==> src/rtl/matvec_pipe_ctrl.sv <==
`default_nettype none
// ============================================================================
// Module   : matvec_pipe_ctrl
// Purpose  : Sequencing controller for an N x N matrix-vector datapath.
//            Streams an optional N*N weight matrix and then an N-element vector
//            into the weight / vector memories. It then issues row-by-row
//            multiply-accumulate reads, with en_acc/clear_acc delayed to match
//            the multiplier pipeline. One result per row is presented over a
//            valid/ready output.
// Revision : 1.0 - initial release (generalised N, pipelined multiplier)
// ----------------------------------------------------------------------------
// Ports:
//   clk          in   rising-edge clock
//   rst          in   asynchronous reset, active-low
//   input_valid  in   input element present
//   new_matrix   in   sampled with the first accepted element; 1 = weights first
//   input_ready  out  controller accepting an element
//   output_ready in   downstream accepts the current row result
//   output_valid out  accumulator holds a finished row result
//   addr_w       out  weight memory address (write and read)
//   wr_en_w      out  weight write strobe
//   addr_x       out  vector memory address (write and read)
//   wr_en_x      out  vector write strobe
//   clear_acc    out  accumulator loads the product instead of adding
//   en_acc       out  accumulator update
//   busy         out  high in every state except START
// ============================================================================
module matvec_pipe_ctrl #(
  parameter  int N       = 3,
  parameter  int MAC_LAT = 1,
  localparam int AW      = $clog2(N*N),
  localparam int AXW     = $clog2(N)
) (
  input  logic           clk,
  input  logic           rst,
  input  logic           input_valid,
  input  logic           new_matrix,
  output logic           input_ready,
  input  logic           output_ready,
  output logic           output_valid,
  output logic [AW-1:0]  addr_w,
  output logic           wr_en_w,
  output logic [AXW-1:0] addr_x,
  output logic           wr_en_x,
  output logic           clear_acc,
  output logic           en_acc,
  output logic           busy
);

  // --------------------------------------------------------------------------
  // State encoding
  // --------------------------------------------------------------------------
  localparam logic [2:0] c_ST_WAIT   = 3'd0;
  localparam logic [2:0] c_ST_START  = 3'd1;
  localparam logic [2:0] c_ST_LOAD_W = 3'd2;
  localparam logic [2:0] c_ST_LOAD_X = 3'd3;
  localparam logic [2:0] c_ST_ISSUE  = 3'd4;
  localparam logic [2:0] c_ST_DRAIN  = 3'd5;
  localparam logic [2:0] c_ST_OUTPUT = 3'd6;

  localparam logic [AW-1:0]  c_W_LAST     = AW'(N*N - 1);
  localparam logic [AXW-1:0] c_X_LAST     = AXW'(N - 1);
  localparam bit             c_HAS_LAT    = (MAC_LAT > 0);
  localparam logic [1:0]     c_DRAIN_LAST = (MAC_LAT > 0) ? 2'(MAC_LAT - 1) : 2'd0;

  // --------------------------------------------------------------------------
  // Registers and wires
  // --------------------------------------------------------------------------
  logic [2:0]     r_state;
  logic [2:0]     w_state_nxt;
  logic [AW-1:0]  r_wcnt;
  logic [AXW-1:0] r_xcnt;
  logic [AXW-1:0] r_row;
  logic [AXW-1:0] r_k;
  logic [1:0]     r_dcnt;
  logic           r_w_loaded;
  logic [AW-1:0]  r_addr_w_q;
  logic [AXW-1:0] r_addr_x_q;

  logic           w_accept;
  logic           w_take_w;
  logic           w_issue;
  logic           w_first;
  logic [AW-1:0]  w_issue_addr;

  assign w_accept     = input_valid & input_ready;
  // A transaction must load weights if asked to, or if none are held yet.
  assign w_take_w     = new_matrix | ~r_w_loaded;
  assign w_issue_addr = AW'(int'(r_row) * N + int'(r_k));

  // --------------------------------------------------------------------------
  // State register
  // --------------------------------------------------------------------------
  always_ff @(posedge clk or negedge rst) begin
    if (!rst) begin
      r_state <= c_ST_WAIT;
    end else begin
      r_state <= w_state_nxt;
    end
  end

  // --------------------------------------------------------------------------
  // Next-state logic
  // --------------------------------------------------------------------------
  always_comb begin
    w_state_nxt = r_state;
    case (r_state)
      c_ST_WAIT: begin
        w_state_nxt = c_ST_START;
      end
      c_ST_START: begin
        if (w_accept) begin
          w_state_nxt = w_take_w ? c_ST_LOAD_W : c_ST_LOAD_X;
        end
      end
      c_ST_LOAD_W: begin
        if (w_accept && (r_wcnt == c_W_LAST)) begin
          w_state_nxt = c_ST_LOAD_X;
        end
      end
      c_ST_LOAD_X: begin
        if (w_accept && (r_xcnt == c_X_LAST)) begin
          w_state_nxt = c_ST_ISSUE;
        end
      end
      c_ST_ISSUE: begin
        if (r_k == c_X_LAST) begin
          w_state_nxt = c_HAS_LAT ? c_ST_DRAIN : c_ST_OUTPUT;
        end
      end
      c_ST_DRAIN: begin
        if (r_dcnt == c_DRAIN_LAST) begin
          w_state_nxt = c_ST_OUTPUT;
        end
      end
      c_ST_OUTPUT: begin
        if (output_ready) begin
          w_state_nxt = (r_row == c_X_LAST) ? c_ST_START : c_ST_ISSUE;
        end
      end
      default: begin
        w_state_nxt = c_ST_WAIT;
      end
    endcase
  end

  // --------------------------------------------------------------------------
  // Output logic. Addresses default to their previous value so that idle
  // cycles never show X and never glitch the memories' address lines.
  // --------------------------------------------------------------------------
  always_comb begin
    input_ready  = 1'b0;
    output_valid = 1'b0;
    wr_en_w      = 1'b0;
    wr_en_x      = 1'b0;
    w_issue      = 1'b0;
    w_first      = 1'b0;
    addr_w       = r_addr_w_q;
    addr_x       = r_addr_x_q;
    case (r_state)
      c_ST_START: begin
        input_ready = 1'b1;
        if (input_valid) begin
          if (w_take_w) begin
            wr_en_w = 1'b1;
            addr_w  = '0;
          end else begin
            wr_en_x = 1'b1;
            addr_x  = '0;
          end
        end
      end
      c_ST_LOAD_W: begin
        input_ready = 1'b1;
        if (input_valid) begin
          wr_en_w = 1'b1;
          addr_w  = r_wcnt;
        end
      end
      c_ST_LOAD_X: begin
        input_ready = 1'b1;
        if (input_valid) begin
          wr_en_x = 1'b1;
          addr_x  = r_xcnt;
        end
      end
      c_ST_ISSUE: begin
        w_issue = 1'b1;
        w_first = (r_k == '0);
        addr_w  = w_issue_addr;
        addr_x  = r_k;
      end
      c_ST_OUTPUT: begin
        output_valid = 1'b1;
      end
      default: begin
      end
    endcase
  end

  // During reset the state is WAIT, which is not START; gate with rst so
  // busy reads 0 while reset is held.
  assign busy = rst & (r_state != c_ST_START);

  // --------------------------------------------------------------------------
  // Counters and weight-loaded flag
  // --------------------------------------------------------------------------
  always_ff @(posedge clk or negedge rst) begin
    if (!rst) begin
      r_wcnt     <= '0;
      r_xcnt     <= '0;
      r_row      <= '0;
      r_k        <= '0;
      r_dcnt     <= '0;
      r_w_loaded <= 1'b0;
    end else begin
      case (r_state)
        c_ST_START: begin
          if (w_accept) begin
            if (w_take_w) begin
              r_wcnt <= AW'(1);
            end else begin
              r_xcnt <= AXW'(1);
            end
          end
        end
        c_ST_LOAD_W: begin
          if (w_accept) begin
            if (r_wcnt == c_W_LAST) begin
              r_w_loaded <= 1'b1;
              r_xcnt     <= '0;
            end else begin
              r_wcnt <= r_wcnt + AW'(1);
            end
          end
        end
        c_ST_LOAD_X: begin
          if (w_accept) begin
            if (r_xcnt == c_X_LAST) begin
              r_row <= '0;
              r_k   <= '0;
            end else begin
              r_xcnt <= r_xcnt + AXW'(1);
            end
          end
        end
        c_ST_ISSUE: begin
          r_dcnt <= '0;
          if (r_k != c_X_LAST) begin
            r_k <= r_k + AXW'(1);
          end
        end
        c_ST_DRAIN: begin
          r_dcnt <= r_dcnt + 2'd1;
        end
        c_ST_OUTPUT: begin
          if (output_ready) begin
            r_k <= '0;
            if (r_row != c_X_LAST) begin
              r_row <= r_row + AXW'(1);
            end
          end
        end
        default: begin
        end
      endcase
    end
  end

  // --------------------------------------------------------------------------
  // Address hold registers: capture whatever was driven this cycle
  // --------------------------------------------------------------------------
  always_ff @(posedge clk or negedge rst) begin
    if (!rst) begin
      r_addr_w_q <= '0;
      r_addr_x_q <= '0;
    end else begin
      r_addr_w_q <= addr_w;
      r_addr_x_q <= addr_x;
    end
  end

  // --------------------------------------------------------------------------
  // Accumulator control delay: matches the multiplier pipeline so that the
  // accumulator sees each product together with its enable / clear flag.
  // --------------------------------------------------------------------------
  generate
    if (MAC_LAT == 0) begin : g_lat0
      assign en_acc    = w_issue;
      assign clear_acc = w_first;
    end else begin : g_lat_pipe
      logic [MAC_LAT-1:0] r_s_pipe;
      logic [MAC_LAT-1:0] r_c_pipe;

      always_ff @(posedge clk or negedge rst) begin
        if (!rst) begin
          r_s_pipe <= '0;
          r_c_pipe <= '0;
        end else begin
          r_s_pipe[0] <= w_issue;
          r_c_pipe[0] <= w_first;
          for (int i = 1; i < MAC_LAT; i++) begin
            r_s_pipe[i] <= r_s_pipe[i-1];
            r_c_pipe[i] <= r_c_pipe[i-1];
          end
        end
      end

      assign en_acc    = r_s_pipe[MAC_LAT-1];
      assign clear_acc = r_c_pipe[MAC_LAT-1];
    end
  endgenerate

endmodule
`default_nettype wire
==> config.mk <==
export PLATFORM = sky130hd
export DESIGN_NAME = matvec_pipe_ctrl
export DESIGN_NICKNAME = d
export VERILOG_FILES = /design/src/rtl/matvec_pipe_ctrl.sv
export SDC_FILE = /design/constraint.sdc
export NUM_CORES = 1
export LEC_CHECK = 0
export CAP_MARGIN = 20
export CELL_PAD_IN_SITES_DETAIL_PLACEMENT = 1
export CELL_PAD_IN_SITES_GLOBAL_PLACEMENT = 1
export CORE_UTILIZATION = 42
export DETAILED_ROUTE_END_ITERATION = 6
export PLACE_DENSITY_LB_ADDON = 0.1
export SYNTH_ARGS = -nofsm -noshare
export SYNTH_HDL_FRONTEND = slang
export SYNTH_SLANG_ARGS = --single-unit
==> constraint.sdc <==
create_clock -name clk -period 2.8 [get_ports clk]
set_clock_uncertainty 0.1 [all_clocks]
set_input_delay 0.28 -clock clk [delete_from_list [all_inputs] [get_ports clk]]
set_output_delay 0.28 -clock clk [all_outputs]
set_load 0.02 [all_outputs]
Yosys cells after proc, flatten, opt, wreduce, memory -nomap -nowiden
Index checks and enable logic that the tools add are counted.
{"block": "word_totals", "regBits": 24, "wordCells": 117, "out_inout_bits": 13, "in_bits": 5}
{"block": "classes", "n_mul": 1, "n_bitwise": 4, "n_reduce_logical": 17, "mux": 49, "n_eq_ne": 29, "n_addsub": 6}
{"operator": "inequality test 2 bit, second input constant", "count": 18}
{"operator": "two-way mux 2 bit", "count": 15}
{"operator": "two-way mux 4 bit", "count": 7}
{"operator": "two-way mux 3 bit", "count": 7}
{"operator": "case mux 3 bit (7 select lines)", "count": 1}
{"operator": "case mux 2 bit (3 select lines)", "count": 3}
{"operator": "AND reduction 5 bit", "count": 3}
{"operator": "case mux 4 bit (3 select lines)", "count": 1}
{"operator": "two-way mux 1 bit", "count": 10}
{"operator": "== test 3 bit, second input constant", "count": 3}
{"operator": "adder 2 x 1 -> 2 bit, second input constant", "count": 4}
{"operator": "case mux 2 bit (2 select lines)", "count": 2}
{"operator": "case mux 4 bit (2 select lines)", "count": 1}
{"operator": "AND reduction 7 bit", "count": 1}
{"operator": "== test 2 bit, second input constant", "count": 3}
{"operator": "== test 3 x 2 -> 1 bit, second input constant", "count": 2}
{"operator": "AND reduction 6 bit", "count": 1}
{"operator": "nonzero test 2 bit", "count": 3}
{"operator": "nonzero test 3 bit", "count": 2}
{"operator": "adder 4 x 1 -> 4 bit, second input constant", "count": 1}
{"operator": "adder 4 x 2 -> 4 bit", "count": 1}
{"operator": "== test 4 bit, second input constant", "count": 1}
{"operator": "logical NOT 2 bit", "count": 2}
{"operator": "multiplier 2 x 2 -> 4 bit, second input constant", "count": 1}
{"operator": "10 further kinds", "count": 13}

Logic depth before layout (Yosys ltp)
Gate-level depths: netlist (run 1).
{"block": "logic_depth", "depth_word": 7, "depth_mapped": 7}

Least setup slack after synthesis (run 1)
OpenSTA, ideal clock, no wires.
{"block": "synth_timing", "path_type": "register -> output", "from": "register r_row[0]", "to": "output addr_w[2]", "path_buffers": 0, "t_arrival_ns": 2.027, "path_slack_ns": 0.393, "path_stages_with_launch": 8, "path_cell_list": "dfrtp_1 -> inv_1 -> fa_1 -> inv_1 -> ha_1 -> fa_1 -> a22o_1 -> a21o_1"}
{"block": "synth_via", "elab_chain_len": 3}
{"item": "from (decl)", "line": "73", "text": "logic [AXW-1:0] r_row;"}
{"item": "from (signal assigned)", "line": "260", "text": "r_row <= r_row + AXW'(1);"}
{"item": "multiplier 2 x 2 -> 4 bit", "line": "89", "text": "assign w_issue_addr = AW'(int'(r_row) * N + int'(r_k));"}
{"item": "adder 4 x 2 -> 4 bit", "line": "89"}
{"item": "case mux 4 bit (3 select lines)", "line": "160", "text": "case (r_state)"}
{"item": "to (decl)", "line": "41", "text": "output logic [AW-1:0] addr_w,"}
Every way passes these cells.

Worst setup path after layout (run 1)
{"block": "layout_timing", "from": "register r_k[1]", "to": "output addr_w[2]"}
{"block": "layout_via", "elab_chain_len": 2}
{"item": "from (decl)", "line": "74", "text": "logic [AXW-1:0] r_k;"}
{"item": "from (signal assigned)", "line": "250", "text": "r_k <= r_k + AXW'(1);"}
{"item": "adder 4 x 2 -> 4 bit", "line": "89"}
{"item": "case mux 4 bit (3 select lines)", "line": "160"}
Every way passes these cells.

==> summary.md, run 1 <==
| Metric | Value |
|---|---|
| Main combinational cell family by area after synthesis | simple AND/OR/NAND/NOR gates |
| Top post-synthesis cells by area | dfrtp_1 42%, ha_1 7.8%, o21ai_0 4.2%, inv_1 3.9%, a22o_1 3.0% |
| Post-synthesis cell type count | 45 |
| Pin count of the biggest net entering global routing | 25 |
| Post-route cell area | 1790 µm² |
| Layout cells sized above 1 | 0.192 |
| Count leader, synth | dfrtp_1 |
| Post-synthesis compound-gate area fraction | 0.197 |
| Sw Share | 0.420 |
| Total Power | 1870 µW |
| Max IR drop VDD | 0.393 mV |
| Most used DFF post-synth | dfrtp_1 |
| CTS Sinks | 24 |
| WL per Instance | 17.6 µm |
| Clock transition at path regs | 0.14 ns |
| Unrepaired setup endpoints after global routing | yes |
| Endpoint class of the critical path | primary output |
| Setup TNS | -0.0318 ns |
| Worst-Margin Slew | 0.304 ns |
| CP Class | register to primary output |
| Crit-path max cell delay | around 0.55 ns |
| GRT overflow | 0 |
| Class of the worst hold path | input pin to async pin |
| Initial core utilization | 0.458 |
| Post-synth EDFFs | 0 |
| Clock Path Buffers | 2 |
| Post-Syn Instances | 151 |
| Sequential Power Share | 0.338 |
| Via density | 5.50 |
| ANT nets after route | 0 |
| Rel. slew slack | 0.795 |
| H-Tree Depth | 1 |
| YS warnings | 0 |
| Outcome | finished, violations left |
| Dpl ws | -0.123 ns |
| Fin crit share | 1.01 |
| Hold Vio Cnt, Final | 0 |
| Initial DRC count | 50 |
| TritonCTS Buffers | 3 |
| Setup violators final | 1 |
| Most frequent cells after synthesis | 24 x dfrtp_1, 15 x inv_1, 12 x o21ai_0, 11 x nand2_1, 10 x nor2_1 |
| Worst setup SP type | register |
| First-pass GRT wire length | 6.21 mm |
| Post-synthesis net count | 167 |
| GP Congestion | roughly 0.75 |
| Die Ht | 60.6 µm |
| Slew Viols, Final | 0 |
| Seq. cell area | 607 µm² |
| Sequential fraction of the synthesis area | 0.416 |
| Slowest CP cell | fa_1 |
| CP max FO | 2 |
| CP arrival | 2.45 ns |
| Cells along the critical path | inv_2 -> fa_1 -> inv_1 -> ha_2 -> fa_2 -> a22o_1 -> a21o_1 -> buf_6 |
| CTS tree | done |
| Syn Area/Cell | 9.56 µm² |
| Die Wd | between 60 and 70 µm |
| Antenna Diode Count | 0 |
| Synth top area share | 0.416 |
| Synth Area in Adders | 0.106 |
| Clock latency on the worst-skew pair | 0.33 ns |
| Yosys top cell by area | dfrtp_1 |
| Vias in the first global route | approximately 1300 |
| Pwr per Cell Area | 1050 nW/µm² |
| Sw Pwr | 788 µW |
| Final WL | about 3.9 mm |
| Leak | 0.000847 µW |
| Mapped cell area | 1440 µm² |
| Number of max-cap violations | 0 |
| XOR/XNOR Fraction of Synth Area | 0.0121 |
| Clk pwr share | 0.138 |
| Nets | 194 |
| Max Freq | 353 MHz |
| Clock Tree Root | clkbuf_4 |
| Antenna violations before repair | 0 |
| WP data required | ~2.4 ns |
| Final worst slack | -0.0318 ns |
| Row count | 20 |
| I/O Buffers | 17 |
| Multi-input gate area | 756 µm² |
| Failing checks | setup timing |
| Via Count | 1216 |
| IO Count | 18 |
| Dpl cell area | 1700 µm² |
| Simple logic cell fraction of the synthesized area | 0.202 |
| Layout Area Growth over Synthesis | 23.7% |
| DRC | 0 |
| Gr usage total | 0.234 |
| Internal cell power | around 1100 µW |
| Full die area | 3680 µm² |
| Post-synth ARST share | 1.00 |
| Combinational share of power | 0.524 |
| Post-synthesis mux area share | 0 |
| DRT Pass-1 Iters | 4 |
| Core area | between 3000 and 4000 µm² |
| Flops & latches, synth | 24 |
| Fillers | 388 |
| Dpl hpwl | 2.86 mm |
| Buf+Inv Stages, Crit Path | 3 |
| Top delay family on crit path | adder cells |
| Min Tclk post-route | 2.83 ns |
per-layer routing:
layer | routed length [µm] | global-route usage
met3 | 70 | 0.0320
met4 | 45 | 0.0682
met2 | 2030 | 0.424
met5 | 0 | 0
met1 | 1740 | 0.289
cell type report:
cell class	count	area share
tap	44	0.0308
clock inverter	1	0.0168
timing repair buffer	29	0.146
clock buffer	3	0.0126
sequential	24	0.340
multi-input combinational	105	0.423
inverter	15	0.0315
state kept, by name, summed over array words and instances, names as in the netlist:
signal,flops
r_k,2
r_state,3
r_w_loaded,1
r_xcnt,2
r_dcnt,2
r_row,2
r_wcnt,4
r_addr_x_q,2
clear_acc,1
en_acc,1
r_addr_w_q,4
power groups by stage:
stage	Sequential, µW	Clock (µW)	Combinational [µW]
floorplan	561	0	638
global placement	624	0	899
detailed placement	638	0	948
CTS	633	265	963
global route	648	280	1080
finish	634	258	983
layout by cell type (no fill, tap or decap), types with 3 or more instances in the layout:
master           synthesis  final
inv_2                    0      3
nor2_1                  10     10
a21oi_1                  3      3
o21ai_0                 12     12
a21o_1                   5      5
nand2_1                 11     11
clkdlybuf4s50_1          0     13
nand2b_1                 3      3
nand3b_1                 3      3
ha_1                     9      8
clkbuf_4                 0      4
inv_1                   15     12
buf_4                    1     11
nor2b_1                  3      3
dfrtp_1                 24     21
nand3_1                  5      5
a22o_1                   5      5
what timing repair did:
item                       4_1_cts  5_1_grt
hold buffers                     0        0
gates resized for setup         17        9
setup buffers                    1        1
pin swaps                        1        1
setup endpoints to repair        7        6
cells by family (layout without fill, tap and decap cells):
family | count (synthesis) | in the layout
AO/OA/AOI/OAI | 41 | 41
XOR/XNOR | 2 | 2
adder cells (fa/ha/maj) | 11 | 11
buffers and inverters | 22 | 48
flip-flops | 24 | 24
AND/OR/NAND/NOR | 51 | 51
final timing paths:
path	start	endpoint	slack [ns]	cells past startpoint
max	r_k[1]	addr_w[2]	-0.03	8
min	rst	r_state[2]	0.29	2
max reg2reg	r_k[1]	r_addr_w_q[3]	0.55	8
min reg2reg	r_w_loaded	r_w_loaded	0.39	1
max in group asynchronous	rst	r_state[2]	2.05	2
min in group clk	r_w_loaded	r_w_loaded	0.39	1
metrics by stage:
step                      hold slack (ns)  instances   util
final                               0.290        221  0.567
after global routing                0.304        221  0.567
after CTS                           0.297        220  0.562
after detailed placement            0.365        215  0.540
after global placement              0.349        215  0.540
after floorplan                    -0.116        151      -
No activity file was read; power rests on OpenSTA's default activity.
==> inputs of run 2 (changes only) <==
--- a/config.mk
+++ b/config.mk
@@ -5,10 +5,11 @@
 export SDC_FILE = /design/constraint.sdc
 export NUM_CORES = 1
 export LEC_CHECK = 0
+export ABC_CLOCK_PERIOD_IN_PS = 2800
 export CAP_MARGIN = 20
 export CELL_PAD_IN_SITES_DETAIL_PLACEMENT = 1
 export CELL_PAD_IN_SITES_GLOBAL_PLACEMENT = 1
-export CORE_UTILIZATION = 42
+export CORE_UTILIZATION = 29
 export DETAILED_ROUTE_END_ITERATION = 6
 export PLACE_DENSITY_LB_ADDON = 0.1
 export SYNTH_ARGS = -nofsm -noshare
==> summary.md, run 2 (synthesized netlist as in run 1, its figures left out) <==
| Metric | Value |
|---|---|
| CP Class | register to primary output (unchanged) |
| CP max FO | 2 (unchanged) |
| Wire length on met3 | 96 µm (was 70 µm) |
| Rel. slew slack | 0.771 (was 0.795) |
| Die Wd | 72.6 µm (was 60.6 µm) |
| Pwr per Cell Area | 983 nW/µm² (was 1050 nW/µm²) |
| Row count | 25 (was 20) |
| Setup violators final | 0 (was 1) |
| Hold Vio Cnt, Final | 0 (unchanged) |
| Number of max-cap violations | 0 (unchanged) |
| Post-CTS setup buffer count | 0 (was 1) |
| Final core utilization | 0.382 (was 0.567) |
| Internal reg-to-reg setup slack | 0.63 ns (was 0.55 ns) |
| IO Count | 18 (unchanged) |
| Worst Setup SP | r_row[0] (was r_k[1]) |
| DRC | 0 (unchanged) |
| WP data required | 2.42 ns (about the same) |
| Nets | 196 (was 194) |
| Top delay family on crit path | adder cells (unchanged) |
| Layout Area Growth over Synthesis | 25.8% (was 23.7%) |
| Clock Path Buffers | 2 (unchanged) |
| CP arrival | 2.36 ns (was 2.45 ns) |
| TritonCTS Buffers | 3 (unchanged) |
| Total Power | 1790 µW (was 1870 µW) |
| Pin count of the biggest net entering global routing | 25 (unchanged) |
| Setup TNS | 0 ns (was -0.0318 ns) |
| Critical R2R Capture | r_addr_w_q[2] (was r_addr_w_q[3]) |
| WL per Instance | 15.3 µm (was 17.6 µm) |
| Final WL | 3.74 mm (was 3.88 mm) |
| Clock transition at path regs | 0.09 ns (was 0.14 ns) |
| GRT overflow | 0 (unchanged) |
| Slew Viols, Final | 0 (unchanged) |
| Min Tclk post-route | 2.74 ns (was 2.83 ns) |
| Slowest CP cell | fa_1 (unchanged) |
| ANT nets after route | 0 (unchanged) |
| Crit-path max cell delay | 0.53 ns (was 0.55 ns) |
| Via density | 4.91 (was 5.50) |
| Cells along the critical path | inv_2 -> fa_1 -> inv_1 -> ha_2 -> fa_2 -> a22o_1 -> a21o_1 -> buf_6 (unchanged) |
| Fillers | 567 (was 388) |
| CTS tree | done (unchanged) |
| I/O Buffers | 17 (unchanged) |
| Gr usage total | 0.164 (was 0.234) |
| Antenna Diode Count | 0 (unchanged) |
| Full die area | 5260 µm² (was 3680 µm²) |
| Max Freq | 365 MHz (was 353 MHz) |
| R2R Path Start | r_row[0] (was r_k[1]) |
| R2r worst-path depth | 7 (was 8) |
| Core area | 4750 µm² (was 3150 µm²) |
| Endpoint class of the critical path | primary output (unchanged) |
| Unrepaired setup endpoints after global routing | yes (unchanged) |
| Multi-input gate area | 756 µm² (unchanged) |
| Leak | 0.000852 µW (was 0.000847 µW) |
| Worst setup SP type | register (unchanged) |
| Dpl hpwl | 2.87 mm (was 2.86 mm) |
| Max IR drop VDD | 0.368 mV (was 0.393 mV) |
| Initial DRC count | 31 (was 50) |
| Clock latency on the worst-skew pair | 0.27 ns (was 0.33 ns) |
| Clock Tree Root | clkbuf_8 (was clkbuf_4) |
| Outcome | complete, no violations (was finished, violations left) |
| DRT Pass-1 Iters | 4 (unchanged) |
| Class of the worst hold path | input pin to async pin (unchanged) |
| GP Congestion | 0.749 (was 0.752) |
| Buf+Inv Stages, Crit Path | 3 (unchanged) |
| Instance count on the critical path | 8 (unchanged) |
| CTS Sinks | 24 (unchanged) |
| Most common cell after layout, fill and taps aside | dfrtp_1 (unchanged) |
| Vias in the first global route | 1297 (was 1293) |
| Largest regs | r_addr_w_q: 4 flops, r_wcnt: 4 flops, r_state: 3 flops (unchanged) |
| Hold WS | 0.349 ns (was 0.290 ns) |
| Die Ht | 72.6 µm (was 60.6 µm) |
| Worst setup endpoint | addr_w[2] (unchanged) |
| Via Count | 1203 (was 1216) |
| WL met2 | 1.79 mm (was 2.03 mm) |
| Met1 WL | 1.82 mm (was 1.74 mm) |
| Antenna violations before repair | 0 (unchanged) |
| H-Tree Depth | 1 (unchanged) |
| Initial core utilization | 0.304 (was 0.458) |
| Fin crit share | 0.979 (was 1.01) |
| Worst-Margin Slew | 0.339 ns (was 0.304 ns) |
| Highest routed layer | met4 (unchanged) |
| Layout cells sized above 1 | 0.185 (was 0.192) |
| Commonest cells after routing, fill and taps aside | 21 x dfrtp_1, 15 x buf_4, 13 x inv_1, 13 x clkdlybuf4s50_1, 12 x o21ai_0 (was 21 x dfrtp_1, 13 x clkdlybuf4s50_1, 12 x inv_1, 12 x o21ai_0) |
| Seq. cell area | 604 µm² (was 607 µm²) |
| First-pass GRT wire length | 6.51 mm (was 6.21 mm) |
==> run 2: final cells by class <==
| class | instances | share of cell area |
|---|---|---|
| multi-input cells | 105 | 0.416 |
| repair buffers | 31 | 0.152 |
| clock buffers | 3 | 0.0227 |
| inverters | 15 | 0.0310 |
| flip-flops and latches | 24 | 0.333 |
| well taps | 67 | 0.0461 |
==> run 2: worst reg2reg max path: stages (launching register included) <==
cell and delay, ns:
dfrtp_1 0.37, inv_2 0.05, fa_1 0.53, inv_1 0.05
ha_2 0.17, fa_2 0.40, a22o_1 0.21, a21o_1 0.17
==> run 2: how the worst min path moves through the flow <==
| stage | from | slack [ns] | end |
|---|---|---|---|
| after detailed placement | r_addr_w_q[1] | 0.36 | r_addr_w_q[1] |
| after floorplan | rst | -0.12 | clear_acc |
| final | rst | 0.35 | r_row[1] |
| after global routing | rst | 0.39 | r_dcnt[1] |
| after CTS | rst | 0.37 | r_state[0] |
| after global placement | r_w_loaded | 0.35 | r_w_loaded |
==> run 2: layer usage <==
layer,GRT usage,up-vias
li1,-,587
met1,0.224,597
met2,0.272,15
met3,0.0292,4
met4,0.0327,0
met5,0,-
==> run 2: metrics by stage <==
stage                     instances  cell area [µm²]  setup WS, ns
after floorplan                 151             1440         0.393
after global placement          242             1760       -0.0683
after detailed placement        242             1760       -0.0954
after CTS                       245             1790       -0.0257
after global routing            245             1820       -0.0498
final                           245             1820        0.0590
==> run 2: timing repair <==
item	CTS	global route
gates resized for setup	9	12
hold buffers	0	0
hold endpoints to repair	0	0
setup endpoints to repair	3	5
==> run 2: where the power goes <==
| group | switching (µW) | internal [µW] | leakage, µW | total (µW) |
|---|---|---|---|---|
| sequential | 138 | 480 | 0.000301 | 618 |
| combinational | 508 | 451 | 0.000530 | 959 |
| clock | 113 | 96.4 | 0.0000216 | 210 |
| total | 759 | 1030 | 0.000852 | 1790 |
==> inputs of run 3 (changes only) <==
--- a/config.mk
+++ b/config.mk
@@ -10,6 +10,7 @@
 export CELL_PAD_IN_SITES_DETAIL_PLACEMENT = 1
 export CELL_PAD_IN_SITES_GLOBAL_PLACEMENT = 1
 export CORE_UTILIZATION = 29
+export CTS_CLUSTER_DIAMETER = 60
 export DETAILED_ROUTE_END_ITERATION = 6
 export PLACE_DENSITY_LB_ADDON = 0.1
 export SYNTH_ARGS = -nofsm -noshare
==> constraint.sdc (replaced) <==
create_clock -name clk -period 2.8 [get_ports clk]
set_clock_uncertainty 0.1 [all_clocks]
set_input_delay 0.28 -clock clk [delete_from_list [all_inputs] [get_ports clk]]
set_output_delay 0.28 -clock clk [all_outputs]
set_load 0.1 [all_outputs]
==> summary.md, run 3 (synthesized netlist as in run 1, its figures left out) <==
| Metric | Value |
|---|---|
| Setup TNS | -0.00919 ns (was 0 ns) |
| Hold-fix buffers at CTS | 0 (unchanged) |
| Row count | 25 (unchanged) |
| Class of the worst hold path | register to register (was input pin to async pin) |
| IO Count | 18 (unchanged) |
| Crit-path max cell delay | 0.42 ns (was 0.53 ns) |
| Final WL | 3.97 mm (was 3.74 mm) |
| First-pass GRT wire length | 6.80 mm (was 6.51 mm) |
| Dpl hpwl | 2.94 mm (was 2.87 mm) |
| Nets | 194 (was 196) |
| Antenna Diode Count | 0 (unchanged) |
| Layout Area Growth over Synthesis | 31.9% (was 25.8%) |
| Hold WS | 0.381 ns (was 0.349 ns) |
| Outcome | finished, violations left (was complete, no violations) |
| Number of max-cap violations | 0 (unchanged) |
| Via density | 4.93 (was 4.91) |
| WP data required | 2.42 ns (about the same) |
| Cells along the critical path | inv_2 -> fa_1 -> inv_1 -> ha_2 -> fa_2 -> a22o_1 -> a21o_2 -> buf_12 (was inv_2 -> fa_1 -> inv_1 -> ha_2 -> fa_2 -> a22o_1 -> a21o_1 -> buf_6) |
| Largest regs | r_addr_w_q: 4 flops, r_wcnt: 4 flops, r_state: 3 flops (unchanged) |
| Fin crit share | 1.00 (was 0.979) |
| TritonCTS Buffers | 3 (unchanged) |
| Worst setup SP type | register (unchanged) |
| Dpl cell area | 1780 µm² (was 1760 µm²) |
| R2r worst-path depth | 8 (was 7) |
| H-Tree Depth | 1 (unchanged) |
| Initial core utilization | 0.304 (unchanged) |
| Max Freq | 356 MHz (was 365 MHz) |
| Core area | 4750 µm² (unchanged) |
| WL per Instance | 16.3 µm (was 15.3 µm) |
| Hold Path Depth | 1 |
| Full die area | 5260 µm² (unchanged) |
| Clock transition at path regs | 0.09 ns (about the same) |
| Endpoint class of the critical path | primary output (unchanged) |
| CP arrival | 2.43 ns (was 2.36 ns) |
| Min Tclk post-route | 2.81 ns (was 2.74 ns) |
| ANT nets after route | 0 (unchanged) |
| Failing checks | setup timing |
| Slowest CP cell | fa_2 (was fa_1) |
| Slew Viols, Final | 0 (unchanged) |
| Worst-Margin Slew | 0.498 ns (was 0.339 ns) |
| Clock Tree Root | clkbuf_8 (unchanged) |
| Antenna violations before repair | 0 (unchanged) |
| Most common cell after layout, fill and taps aside | dfrtp_1 (unchanged) |
| Die Wd | 72.6 µm (unchanged) |
| Final worst slack | -0.00919 ns (was 0.0590 ns) |
| Seq. cell area | 601 µm² (was 604 µm²) |
| Initial DRC count | 106 (was 31) |
| Unrepaired setup endpoints after global routing | yes (unchanged) |
| Gr usage total | 0.170 (was 0.164) |
| DRT Pass-1 Iters | 4 (unchanged) |
| DRC | 0 (unchanged) |
| Rel. slew slack | 0.668 (was 0.771) |
| GP Congestion | 0.759 (was 0.749) |
| Hold Vio Cnt, Final | 0 (unchanged) |
| Multi-input gate area | 752 µm² (was 756 µm²) |
| GRT overflow | 0 (unchanged) |
| Die Ht | 72.6 µm (unchanged) |
| Setup violators final | 1 (was 0) |
| CTS Sinks | 24 (unchanged) |
| Post-route cell area | 1900 µm² (was 1820 µm²) |
| Vias in the first global route | 1304 (was 1297) |
| Fillers | 559 (was 567) |
| Via Count | 1204 (was 1203) |
| Pin count of the biggest net entering global routing | 25 (unchanged) |
| Dpl ws | 0.150 ns (was -0.0954 ns) |
| Layout cells sized above 1 | 0.237 (was 0.185) |
| Clock latency on the worst-skew pair | 0.27 ns (about the same) |
| CTS tree | done (unchanged) |
| I/O Buffers | 17 (unchanged) |
| CP Class | register to primary output (unchanged) |
| Clock Path Buffers | 2 (unchanged) |
| CP max FO | 2 (unchanged) |
| Commonest cells after routing, fill and taps aside | 24 x dfrtp_1, 16 x buf_4, 12 x inv_1, 11 x nand2_1 (was 21 x dfrtp_1, 15 x buf_4, 13 x inv_1, 13 x clkdlybuf4s50_1, 12 x o21ai_0) |
-- run 3: cell count changes in the layout (fill, tap and decap cells not counted), moves of 2 or more --
cell	before	now
o21ai_0	12	10
dfrtp_2	3	0
buf_12	0	9
o21ai_1	0	2
dfrtp_1	21	24
clkdlybuf4s50_1	13	4
-- run 3: final timing paths --
check                                     end        from  slack (ns)
worst max register to register  r_addr_w_q[3]    r_row[1]        0.57
worst max-delay path                addr_w[2]      r_k[1]      -0.009
worst min-delay path               r_w_loaded  r_w_loaded        0.38
worst min register to register     r_w_loaded  r_w_loaded        0.38
max in group asynchronous           r_xcnt[0]         rst        1.95
min in group asynchronous              en_acc         rst        0.39
-- run 3: timing repair --
action | 4_1_cts | 5_1_grt
gates resized for setup | 2 | 3
buffers inserted | 4 | 2
endpoints found under the setup margin | 2 | 2
pin swaps | 0 | 2
cloned | 0 | 0
-- run 3: worst max-delay path, delay by kind of cell, from the launching register on --
kind                     cells  cell delay (ns)
flip-flops                   1             0.41
adder cells (fa/ha/maj)      3             1.00
buffers and inverters        3             0.34
AO/OA/AOI/OAI                2             0.42
-- run 3: per-layer routing --
layer / vias up / track usage / share of wire
met5: - / 0 / 0
met4: 0 / 0.0392 / 0.0035
met3: 2 / 0.0236 / 0.028
met2: 20 / 0.273 / 0.47
met1: 603 / 0.243 / 0.50
li1: 579 / - / -
-- run 3: final cells by class --
class,count,share of cell area
sequential,24,0.315
multi-input combinational,105,0.395
clock inverter,1,0.0158
timing repair buffer,29,0.179
tap,67,0.0440
clock buffer,3,0.0217
inverter,15,0.0296
-- run 3: through the flow --
| stage | utilization | cells |
|---|---|---|
| after floorplan | - | 151 |
| after global placement | 0.375 | 234 |
| after detailed placement | 0.375 | 234 |
| after CTS | 0.397 | 242 |
| after global routing | 0.401 | 244 |
| final | 0.401 | 244 |
Power of run 3 is left out: the tool's default activity adds up to more than one toggle a clock period on the data nets, which glitch-free logic cannot reach.
